--- config.mk ---
export PLATFORM = sky130hd
export DESIGN_NAME = axi_rd_master
export DESIGN_NICKNAME = d
export VERILOG_FILES = /design/src/rtl/axi_rd_master_pkg.sv /design/src/rtl/axi_rd_master_chk.sv /design/src/rtl/axi_rd_master.sv
export SDC_FILE = /design/constraint.sdc
export NUM_CORES = 1
export LEC_CHECK = 0
export CORE_AREA = 2 2 102 104
export DETAILED_ROUTE_END_ITERATION = 7
export DIE_AREA = 0 0 104 106
export PLACE_DENSITY_LB_ADDON = 0.08
export REMOVE_ABC_BUFFERS = 1
export SLEW_MARGIN = 20
export SYNTH_ARGS = -nofsm -noshare
export SYNTH_HDL_FRONTEND = slang
export SYNTH_SLANG_ARGS = --single-unit
--- constraint.sdc ---
create_clock -name clk -period 5.6 [get_ports clk]
set_input_delay 0.56 -clock clk [delete_from_list [all_inputs] [get_ports clk]]
set_output_delay 0.56 -clock clk [all_outputs]
set_load 0.05 [all_outputs]
--- src/rtl/axi_rd_master_pkg.sv ---
// axi_rd_master_pkg
// Shared definitions for the AXI read master and its pattern checker.
// Contents:
//   rd_state_t - FSM state encoding
//   AXI_LEN_W  - width of the AXI burst length field
//   ADDR_STEP  - address increment per beat
//   calc_arlen - arlen for the next burst, given the beats still owed
package axi_rd_master_pkg;

    typedef enum logic [1:0] {
        ST_IDLE = 2'd0,
        ST_AR   = 2'd1,
        ST_RD   = 2'd2,
        ST_DONE = 2'd3
    } rd_state_t;

    localparam int AXI_LEN_W = 8;
    localparam int ADDR_STEP = 2;

    // Clamp the remaining beat count to the burst limit and return it as arlen
    // (beats - 1). The caller never passes remaining = 0.
    function automatic logic [AXI_LEN_W-1:0] calc_arlen(
        input logic [AXI_LEN_W-1:0] remaining,
        input logic [AXI_LEN_W:0]   max_beats
    );
        logic [AXI_LEN_W:0] beats;
        beats = ({1'b0, remaining} > max_beats) ? max_beats : {1'b0, remaining};
        return AXI_LEN_W'(beats - 9'd1);
    endfunction

endpackage

--- src/rtl/axi_rd_master_chk.sv ---
// rd_pattern_chk
// Compares each delivered beat against an incrementing pattern that starts at 1
// and advances by 1 per beat. The first mismatch sets err, which stays set
// until reset. Only built into axi_rd_master when RD_CHECK_EN is defined.
// Ports:
//   clk     - clock
//   rstn    - synchronous active-low reset
//   data_en - beat valid
//   data    - beat value
//   err     - sticky mismatch flag
module rd_pattern_chk #(
    parameter int DATA_WIDTH = 16
) (
    input  logic                  clk,
    input  logic                  rstn,
    input  logic                  data_en,
    input  logic [DATA_WIDTH-1:0] data,
    output logic                  err
);

    logic [DATA_WIDTH-1:0] expected;

    always_ff @(posedge clk) begin
        if (!rstn) begin
            expected <= DATA_WIDTH'(1);
            err      <= 1'b0;
        end else if (data_en) begin
            if (data != expected) begin
                err <= 1'b1;
            end
            expected <= expected + DATA_WIDTH'(1);
        end
    end

endmodule

--- src/rtl/axi_rd_master.sv ---
// axi_rd_master
// Splits a user read request of rd_len beats into AXI bursts of at most
// RBURST_LEN beats and streams the returned beats straight to the user side.
// Only one burst is outstanding at a time.
// Optional feature: define RD_CHECK_EN to build the rd_pattern_chk beat checker
// that drives rd_err; otherwise rd_err is tied low.
// Ports:
//   clk, rstn                         - clock, synchronous active-low reset
//   init_end                          - DDR2 init complete, gates rd_ready
//   axi_ar*                           - read address channel (master side)
//   axi_r*                            - read data channel (master side)
//   rd_trig/rd_len/rd_addr/rd_ready   - user request handshake
//   rd_data/rd_data_en                - delivered beats (zero latency)
//   rd_done                           - one-cycle completion pulse
//   rd_err                            - sticky pattern-check error
//
// state   | meaning
// IDLE    | waiting for a request; rd_ready follows init_end
// AR      | address phase, arvalid held until arready
// RD      | collecting beats until rlast
// DONE    | one-cycle rd_done pulse, then back to IDLE
module axi_rd_master
    import axi_rd_master_pkg::*;
#(
    parameter int ADDR_WIDTH = 27,
    parameter int DATA_WIDTH = 16,
    parameter int RBURST_LEN = 8
) (
    input  logic                  clk,
    input  logic                  rstn,
    input  logic                  init_end,
    output logic                  axi_arvalid,
    input  logic                  axi_arready,
    output logic [ADDR_WIDTH-1:0] axi_araddr,
    output logic [AXI_LEN_W-1:0]  axi_arlen,
    input  logic                  axi_rvalid,
    output logic                  axi_rready,
    input  logic                  axi_rlast,
    input  logic [DATA_WIDTH-1:0] axi_rdata,
    input  logic                  rd_trig,
    input  logic [AXI_LEN_W-1:0]  rd_len,
    input  logic [ADDR_WIDTH-1:0] rd_addr,
    output logic                  rd_ready,
    output logic [DATA_WIDTH-1:0] rd_data,
    output logic                  rd_data_en,
    output logic                  rd_done,
    output logic                  rd_err
);

    localparam logic [AXI_LEN_W:0] MAX_BEATS = (AXI_LEN_W + 1)'(RBURST_LEN);

    rd_state_t              state;
    logic [AXI_LEN_W-1:0]   remaining;
    logic [AXI_LEN_W:0]     burst_beats;
    logic [AXI_LEN_W-1:0]   rem_after;
    logic [ADDR_WIDTH-1:0]  addr_after;
    logic                   beat;

    // axi_araddr doubles as the running address; it is only advanced at rlast.
    assign burst_beats = {1'b0, axi_arlen} + 9'd1;
    assign rem_after   = remaining - AXI_LEN_W'(burst_beats);
    assign addr_after  = axi_araddr + ADDR_WIDTH'(burst_beats) * ADDR_WIDTH'(ADDR_STEP);
    assign beat        = axi_rvalid & axi_rready;

    assign rd_ready   = (state == ST_IDLE) && init_end;
    assign rd_data_en = beat;
    assign rd_data    = beat ? axi_rdata : '0;

    always_ff @(posedge clk) begin
        if (!rstn) begin
            state       <= ST_IDLE;
            remaining   <= '0;
            axi_arvalid <= 1'b0;
            axi_araddr  <= '0;
            axi_arlen   <= '0;
            axi_rready  <= 1'b0;
            rd_done     <= 1'b0;
        end else begin
            case (state)
                ST_IDLE: begin
                    if (rd_trig && rd_ready) begin
                        axi_araddr <= rd_addr;
                        remaining  <= rd_len;
                        if (rd_len == '0) begin
                            state   <= ST_DONE;
                            rd_done <= 1'b1;
                        end else begin
                            state       <= ST_AR;
                            axi_arvalid <= 1'b1;
                            axi_arlen   <= calc_arlen(rd_len, MAX_BEATS);
                        end
                    end
                end
                ST_AR: begin
                    if (axi_arready) begin
                        state       <= ST_RD;
                        axi_arvalid <= 1'b0;
                        axi_rready  <= 1'b1;
                    end
                end
                ST_RD: begin
                    if (beat && axi_rlast) begin
                        axi_rready <= 1'b0;
                        axi_araddr <= addr_after;
                        remaining  <= rem_after;
                        if (rem_after != '0) begin
                            state       <= ST_AR;
                            axi_arvalid <= 1'b1;
                            axi_arlen   <= calc_arlen(rem_after, MAX_BEATS);
                        end else begin
                            state   <= ST_DONE;
                            rd_done <= 1'b1;
                        end
                    end
                end
                ST_DONE: begin
                    state   <= ST_IDLE;
                    rd_done <= 1'b0;
                end
                default: begin
                    state <= ST_IDLE;
                end
            endcase
        end
    end

`ifdef RD_CHECK_EN
    rd_pattern_chk #(
        .DATA_WIDTH (DATA_WIDTH)
    ) u_rd_pattern_chk (
        .clk     (clk),
        .rstn    (rstn),
        .data_en (rd_data_en),
        .data    (rd_data),
        .err     (rd_err)
    );
`else
    assign rd_err = 1'b0;
`endif

endmodule
Yosys cells after proc, flatten, opt, wreduce, memory -nomap -nowiden

Cells that the tools add are included.
W data, S select, Z words.

Register bits: 48
Latch bits: 0
Bits in writable memories: 0
Memory bits (read-only): 0
Output and inout port bits: 57
Logic and storage cells: 75
Memories kept: 0

Add/sub/neg operators: 5
$mul: 0
Divide/modulo/power cells: 0
$lt $le $gt $ge: 2
Equal/unequal tests: 10
Shift operators: 0
Multiplexer cells: 34
Bitwise operators: 1
Reduce and logical (&&, ||, !) cells: 16

Operators by type and width:

| kind                  | count |
|---|---|
| $mux W8               | 8 |
| $mux W27              | 2 |
| $pmux W27 S2          | 1 |
| $pmux W8 S2           | 2 |
| $add A27 B10 Y27      | 1 |
| $gt A8 B4 Y1 const B  | 2 |
| $mux W16              | 1 |
| $sub A8 B1 Y8 const B | 2 |
| $mux W1               | 11 |
| $mux W2               | 5 |
| $ne A2 B2 Y1 const B  | 5 |
| $reduce_and A5 Y1     | 2 |
| $add A8 B1 Y9 const B | 1 |
| $reduce_and A3 Y1     | 3 |
| $logic_not A8 Y1      | 1 |
| $pmux W2 S4           | 1 |
| $reduce_bool A8 Y1    | 1 |
| $sub A8 B8 Y8         | 1 |
| $pmux W1 S3           | 2 |
| $reduce_and A6 Y1     | 1 |
| $reduce_bool A3 Y1    | 2 |
| $eq A2 B2 Y1 const B  | 2 |
| $ne A2 B1 Y1 const B  | 2 |
| $reduce_bool A2 Y1    | 2 |
| other kinds (5)       | 7 |

Logic depth before layout (Yosys ltp)

Gate-level depths: netlist (run 1).

Word-level depth: 8
Gate-level depth with buffers: 17
Mapped depth without buffers: 17

Worst setup path after synthesis (run 1)

Ideal clock, no wire load.

Path type: register to register
From: register axi_arlen[0]
To: register axi_arlen[1]
Library setup time: 0.067 ns
Arrival: 3.561 ns
Data required time: 5.533 ns
Setup slack: 1.972 ns
Cell stages (with the launch flop): 16
Period minus slack after synthesis: 3.628 ns
Cells stage by stage: dfxtp_1 -> ha_1 -> nand3_1 -> xnor2_1 -> inv_1 -> ha_1 -> or4_1 -> o22ai_2 -> xnor2_2 -> xnor2_2 -> nand3_1 -> o21ai_0 -> inv_1 -> ha_1 -> or2_1 -> a21oi_2

Cells in the longest elaborated chain, start to end: 8

RTL lines:

| item                   | RTL line                | text |
|---|---|---|
| from (decl)            | axi_rd_master.sv:35     | `output logic [AXI_LEN_W-1:0] axi_arlen,` |
| from (signal assigned) | axi_rd_master.sv:90     | `axi_arlen <= calc_arlen(rd_len, MAX_BEATS);` |
| from (signal assigned) | axi_rd_master.sv:109    | `axi_arlen <= calc_arlen(rem_after, MAX_BEATS);` |
| $add A8 B1 Y9 *        | axi_rd_master.sv:60     | `assign burst_beats = {1'b0, axi_arlen} + 9'd1;` |
| $sub A8 B8 Y8 *        | axi_rd_master.sv:61     | `assign rem_after = remaining - AXI_LEN_W'(burst_beats);` |
| $gt A8 B4 Y1           | axi_rd_master_pkg.sv:27 | `beats = ({1'b0, remaining} > max_beats) ? max_beats : {1'b0, remaining};` |
| $mux W8                | axi_rd_master_pkg.sv:27 |  |
| $sub A8 B1 Y8          | axi_rd_master_pkg.sv:28 | `return AXI_LEN_W'(beats - 9'd1);` |
| $mux W8                | axi_rd_master.sv:106    | `if (rem_after != '0) begin` |
| $mux W8                | axi_rd_master.sv:102    | `if (beat && axi_rlast) begin` |
| $pmux W8 S2            | axi_rd_master.sv:79     | `case (state)` |

Mark *: on every way between the ends. The rest lies on a longest branch, timed or not. The select of a mux whose other input is x is not followed.
A chain may end at the register's enable or synchronous reset.

Final worst setup path (run 1)

Ends and elaborated chain as after synthesis.

==> impl_metrics.csv, run 1 <==
group,metric,value,unit
setup_path,crit_fanout,7,
sta,maxSlewViolCount,0,
setup_path,start_kind,"register",
clock_tree,clk_pin_slew,0.10,ns
route,first_pass_iters,4,
die,fp-row-count,37,
route,wl,10.8,mm
yosys,synth_top_area_share,28.4,%
route,wire_per_inst,16.4,µm
layout,post-route-util,47.2,%
power_and_ir_drop,power_density,223,nW/µm²
layout,drive_above_1_share,7.28,%
die,coreArea,10000,µm²
global_route,grt_max_degree,30,
sta,tightest_slew,1.05,ns
clock_tree,numCtsBuffers,5,
global_route,grt-ovfl-total,0,
clock_tree,ctsResizeCount,0,
sta,fin_skew,0.0112,ns
yosys,yosysMostFrequentCell,"dfxtp_1",
yosys,synth-edff-count,0,
sta,fin_setup_tns,0,ns
yosys,synth-warning-count,0,
die,initial_core_util,33.9,%
run_status,status,"complete, no violations",
global_route,grtUsageMet1,26.1,%
yosys,synth_commonest_cells,"dfxtp_1, nand2_1, nor2_1",
placement,portBuffers,113,
die,io_pins,115,
yosys,synth-seq-area-share,28.4,%
setup_path,endpoint_kind,"register",
yosys,ys_seq_elements,48,
clock_tree,htreeDepth,2,
yosys,yosysTopAreaCell,"dfxtp_1",
clock_tree,cts_max_path_buffers,2,
layout,area_growth,39.2,%
route,routed_via_density,5.32,
sta,slew_headroom,30.1,%
layout,final_nets,599,
clock_tree,cts-root-buf,"clkbuf_8",
placement,placed_area,4610,µm²
global_route,grt_pass1_vias,3416,
sta,rsz0062_at_grt,"no",
yosys,synthArstFlopShare,0,%
global_route,grt-busiest-layer,"met2",
sta,setup_ws,1.85,ns
global_route,grt_use_met3,3.37,%
global_route,gr-usage-all-layers,19.5,%
min_path,hold_path.class,"register to register",
yosys,syn_inst,423,
placement,place_ws,1.93,ns
power_and_ir_drop,ir_drop,0.113,mV
flow_run,maxCapViolations,0,
route,drc_errors,0,
route,drt_iter0_drc,88,
yosys,synth_cell_types,64,
layout,final_area,4720,µm²
clock_tree,tritoncts,"built",
clock_tree,clock_latency,0.31,ns
sta,hold_viol_final,0,
placement,dpl.hpwl,7.89,mm
placement,place.gp.congestion,0.816,
sta,fmax,267,MHz
power_and_ir_drop,p_leak,1.83,nW
layout,fill_cells,1029,
route,vias,3501,
die,die_area,11000,µm²
route,ant_nets,0,
clock_tree,ctsHoldBuffers,0,
setup_path,crit_type,"register to register",
global_route,grt_use_met2,32.3,%
clock_tree,post_cts_buffers,0,
yosys,synth_ff_type,"dfxtp_1",
setup_path,arrival,3.98,ns
clock_tree,cts.sinks,48,
sta,setup_viol,0,
setup_path,required,5.83,ns
global_route,grt_antenna_before_repair,0,
sta,finalCriticalPeriod,3.75,ns
yosys,synthTopCellsByArea,"dfxtp_1, ha_1, a21oi_1, nand2_1, and3_1",
layout,n_antenna_cell,0,
die,fp.dieH,106,µm
global_route,grt_pass1_wl,17.6,mm
yosys,synthesis.area,3390,µm²
yosys,avgSynthCellArea,8.01,µm²
power_and_ir_drop,finalPower,1.05,mW
die,fp.dieW,104,µm
sta,finalCritPeriodShare,66.9,%
==> per-stage QoR <==
| step | instances | hold slack [ns] |
|---|---|---|
| finish | 658 | 0.470 |
| global route | 658 | 0.496 |
| CTS | 658 | 0.472 |
| detailed placement | 650 | 0.456 |
| global placement | 650 | 0.444 |
| floorplan | 398 | 0.432 |
==> worst paths after layout <==
| check | startpoint | depth (start not counted) | to | slack [ns] |
|---|---|---|---|---|
| setup / recovery | axi_arlen[0] | 15 | axi_arlen[1] | 1.85 |
| hold / removal | axi_araddr[0] | 2 | axi_araddr[0] | 0.47 |
| setup reg to reg | axi_arlen[0] | 15 | axi_arlen[1] | 1.85 |
| hold reg to reg | axi_araddr[0] | 2 | axi_araddr[0] | 0.47 |
==> where the power goes <==
part	internal (mW)	switching, mW	total (mW)	leakage, nW
clock network	0.133	0.132	0.264	0.0541
registers	0.367	0.0277	0.394	0.392
logic	0.163	0.230	0.393	1.39
==> metal layers <==
layer | up-vias | share of wire (%) | wire length (µm)
met5 | - | 0 | 0
met4 | 0 | 1.3 | 145
met3 | 12 | 4.3 | 466
met2 | 99 | 47 | 5110
met1 | 1638 | 47 | 5060
li1 | 1752 | - | -
==> final cells by class <==
cell class	count	area (µm²)	share of cell area [%]
repair buffers	116	1150	24.5
multi-input cells	334	2260	47.9
flip-flops and latches	48	961	20.4
clock buffers	5	68.8	1.46
clock inverters	3	42.5	0.902
well taps	136	170	3.61
inverters	16	60.1	1.27
==> critical path, cell delays in order, from the launching register on <==
cell and delay (ns):
dfxtp_1 0.44, ha_1 0.26, nand3_1 0.11, xnor2_1 0.26, inv_1 0.08, ha_1 0.26
or4_1 0.56, o22ai_2 0.18, xnor2_2 0.13, xnor2_2 0.29, nand3_1 0.15, o21ai_0 0.27
inv_1 0.08, ha_1 0.26, or2_1 0.24, a21oi_2 0.11
==> state kept, by name, indices dropped and copies added (netlist names) <==
name,cells
axi_araddr,27
axi_arlen,8
axi_arvalid,1
axi_rready,1
rd_done,1
remaining,8
state,2
==> placed cells by master, fill, tap and decap left out, types with 5 or more instances in the layout <==
cell,n
o21ai_0,25
and3_2,5
clkbuf_8,5
a311oi_1,12
xnor2_1,11
clkdlybuf4s50_1,113
mux2i_1,7
a211oi_1,12
and3_1,22
nor2_1,34
inv_1,16
xor2_1,5
and2_1,5
dfxtp_1,48
ha_1,18
a21o_1,6
nand2_1,37
nand3_1,15
o211ai_1,5
nor3_1,5
a21oi_1,29
==> cell families after synthesis <==
| group | synth area share [%] |
|---|---|
| and+or+nand+nor | 24.0 |
| AOI/OAI and AO/OA | 27.1 |
| DFF | 28.4 |
| buffers and inverters | 4.91 |
| adders and majority gates | 7.83 |
| xor gates and xnor gates | 5.58 |
| muxes | 2.07 |
| other | 0.111 |
Power figures use the tool's default switching activity.
==> run 2, diff against run 1 <==
==> constraint.sdc (replaced) <==
create_clock -name clk -period 3.1 [get_ports clk]
set_input_delay 0.31 -clock clk [delete_from_list [all_inputs] [get_ports clk]]
set_output_delay 0.31 -clock clk [all_outputs]
set_load 0.05 [all_outputs]
==> run 2 against run 1 <==
Compared with the run above:
- sequential cell count unchanged
- the flow now finishes with violations (setup timing)
- largest power group is now combinational logic
- clock skew down 0.0016 ns
- first-iteration DRC count up 33%
- count of clock-buffer cells in the layout unchanged
- routed wire length up 6.6%
- worst hold slack worse by 0.0032 ns
- critical path depth up 2
- worst setup slack worse by 1.9 ns
==> impl_metrics.csv, run 2 (synthesized netlist as in run 1, its figures left out) <==
group,metric,value,unit
run_status,status,"finished, violations left",
run_status,violations,"setup timing",
layout,post-route-util,53.3,%
sta,slew_headroom,48.4,%
placement,placed_cells,690,
sta,hold_viol_final,0,
clock_tree,cts_max_path_buffers,2,
global_route,grt_max_degree,27,
clock_tree,cts.sinks,48,
sta,tightest_slew,0.773,ns
layout,final_nets,648,
setup_path,r2r_cells,17,
layout,top_regs,"axi_araddr: 27 flops, axi_arlen: 8 flops, remaining: 8 flops",
power_and_ir_drop,p_sw,0.763,mW
sta,setup_ws,-0.0161,ns
route,wl,11.5,mm
route,vias,3718,
min_path,hp-start,"axi_arvalid",
power_and_ir_drop,finalPower,2.07,mW
layout,fill_cells,962,
layout,regMostFlops,"axi_araddr",
power_and_ir_drop,clkPwrFrac,24.1,%
route,first_pass_iters,4,
placement,place.gp.congestion,0.831,
setup_path,start_kind,"register",
setup_path,crit_type,"register to register",
setup_path,arrival,3.37,ns
global_route,grt_pass1_vias,3641,
die,fp-row-count,37,
route,ant_nets,0,
setup_path,crit_fanout,3,
sta,fin_skew,0.00965,ns
global_route,grt_antenna_before_repair,0,
power_and_ir_drop,sw_frac_of_total,37.0,%
setup_path,crit_start,"axi_arlen[0]",
clock_tree,clock_latency,0.32,ns
power_and_ir_drop,power_frac_comb,41.1,%
global_route,grt-ovfl-total,0,
sta,fmax,321,MHz
layout,most-common-layout-cells,"clkdlybuf4s50_1, buf_4, dfxtp_1",
power_and_ir_drop,power_density,387,nW/µm²
clock_tree,cts-root-buf,"clkbuf_8",
die,io_pins,115,
setup_path,reg2reg_from,"axi_arlen[0]",
placement,dpl.hpwl,8.37,mm
placement,place_ws,-0.161,ns
layout,area_growth,57.3,%
setup_path,required,3.35,ns
die,die_area,11000,µm²
power_and_ir_drop,ir_drop,0.243,mV
min_path,hold_path.class,"register to register",
clock_tree,numCtsBuffers,5,
power_and_ir_drop,internal_power,1.30,mW
layout,drive_above_1_share,21.7,%
die,initial_core_util,33.9,%
setup_path,r2r_end,"axi_arlen[1]",
sta,maxSlewViolCount,0,
setup_path,endpoint_kind,"register",
sta,finalCriticalPeriod,3.12,ns
placement,portBuffers,113,
min_path,min_path_cells,2,
sta,rsz0062_at_grt,"yes",
route,drc_errors,0,
sta,finalCritPeriodShare,101,%
route,routed_via_density,5.26,
layout,final_area,5330,µm²
die,coreArea,10000,µm²
die,fp.dieH,106,µm
clock_tree,tritoncts,"built",
layout,largest_register_ff_count,27,
clock_tree,htreeDepth,2,
layout,mostFrequentLayoutCell,"clkdlybuf4s50_1",
layout,stdcell_count,707,
setup_path,regToRegSetupSlack,-0.02,ns
flow_run,maxCapViolations,0,
global_route,gr-usage-all-layers,20.4,%
die,fp.dieW,104,µm
layout,n_antenna_cell,0,
sta,setup_viol,1,
power_and_ir_drop,p_seq_share,34.7,%
clock_tree,ctsHoldBuffers,0,
clock_tree,clk_pin_slew,0.10,ns
min_path,whs_endpoint,"axi_arvalid",
placement,placed_area,4910,µm²
power_and_ir_drop,p_leak,2.14,nW
global_route,grt_pass1_wl,18.3,mm
route,drt_iter0_drc,117,
route,wire_per_inst,16.3,µm
## run 2: timing repair
action / in CTS / in global routing
endpoints found under the setup margin: 5 / 18
cloned: 0 / 0
resized for setup: 19 / 37
setup buffers: 3 / 7
pin swaps: 8 / 18
## run 2: worst max-delay path by stage
stage                     depth (start not counted)           end
after floorplan                                  15  axi_arlen[1]
after global placement                           16  axi_arlen[1]
after detailed placement                         15  axi_arlen[1]
after CTS                                        15  axi_arlen[1]
after global routing                             16  axi_arlen[1]
final                                            17  axi_arlen[1]
## run 2: per-stage QoR
stage               hold slack, ns  TNS [ns]
global placement             0.439    -0.241
floorplan                    0.432     -2.51
detailed placement           0.445    -0.513
CTS                          0.461         0
finish                       0.466   -0.0161
global route                 0.492    -0.543
## run 2: critical path: stages (launching register included)
cell,delay [ns]
dfxtp_4,0.38
ha_4,0.18
xor2_2,0.19
inv_2,0.08
ha_4,0.28
buf_6,0.10
a211oi_4,0.06
buf_4,0.14
o21ba_4,0.21
o21ai_2,0.11
a21boi_1,0.08
o31a_1,0.32
nand3_2,0.09
inv_1,0.06
a22oi_2,0.19
ha_4,0.23
or2_1,0.22
a21oi_2,0.13
## run 2: power by group through the flow
stage          sequential (mW)  clock (mW)  combinational, mW
3_5_place_dp             0.726           0              0.777
6_report                 0.718       0.498              0.850
2_1_floorplan            0.841           0              0.335
3_3_place_gp             0.727           0              0.770
4_1_cts                  0.714       0.512              0.806
5_1_grt                  0.724       0.529              0.916
## run 2: layout make-up
class	count	area, µm²	share of cell area, %
multi-input cells	334	2490	46.6
repair buffers	165	1530	28.7
flip-flops and latches	48	968	18.2
well taps	136	170	3.19
clock buffers	5	68.8	1.29
inverters	16	60.1	1.13
clock inverters	3	47.5	0.892
## run 2: per-layer routing
layer	vias up	track usage (%)	share of wire, %	wire length (µm)
met1	1771	25.9	46	5270
met4	0	4.44	1.0	119
met5	-	0	0	0
met2	90	36.7	49	5660
li1	1848	-	-	-
met3	9	3.00	3.9	445
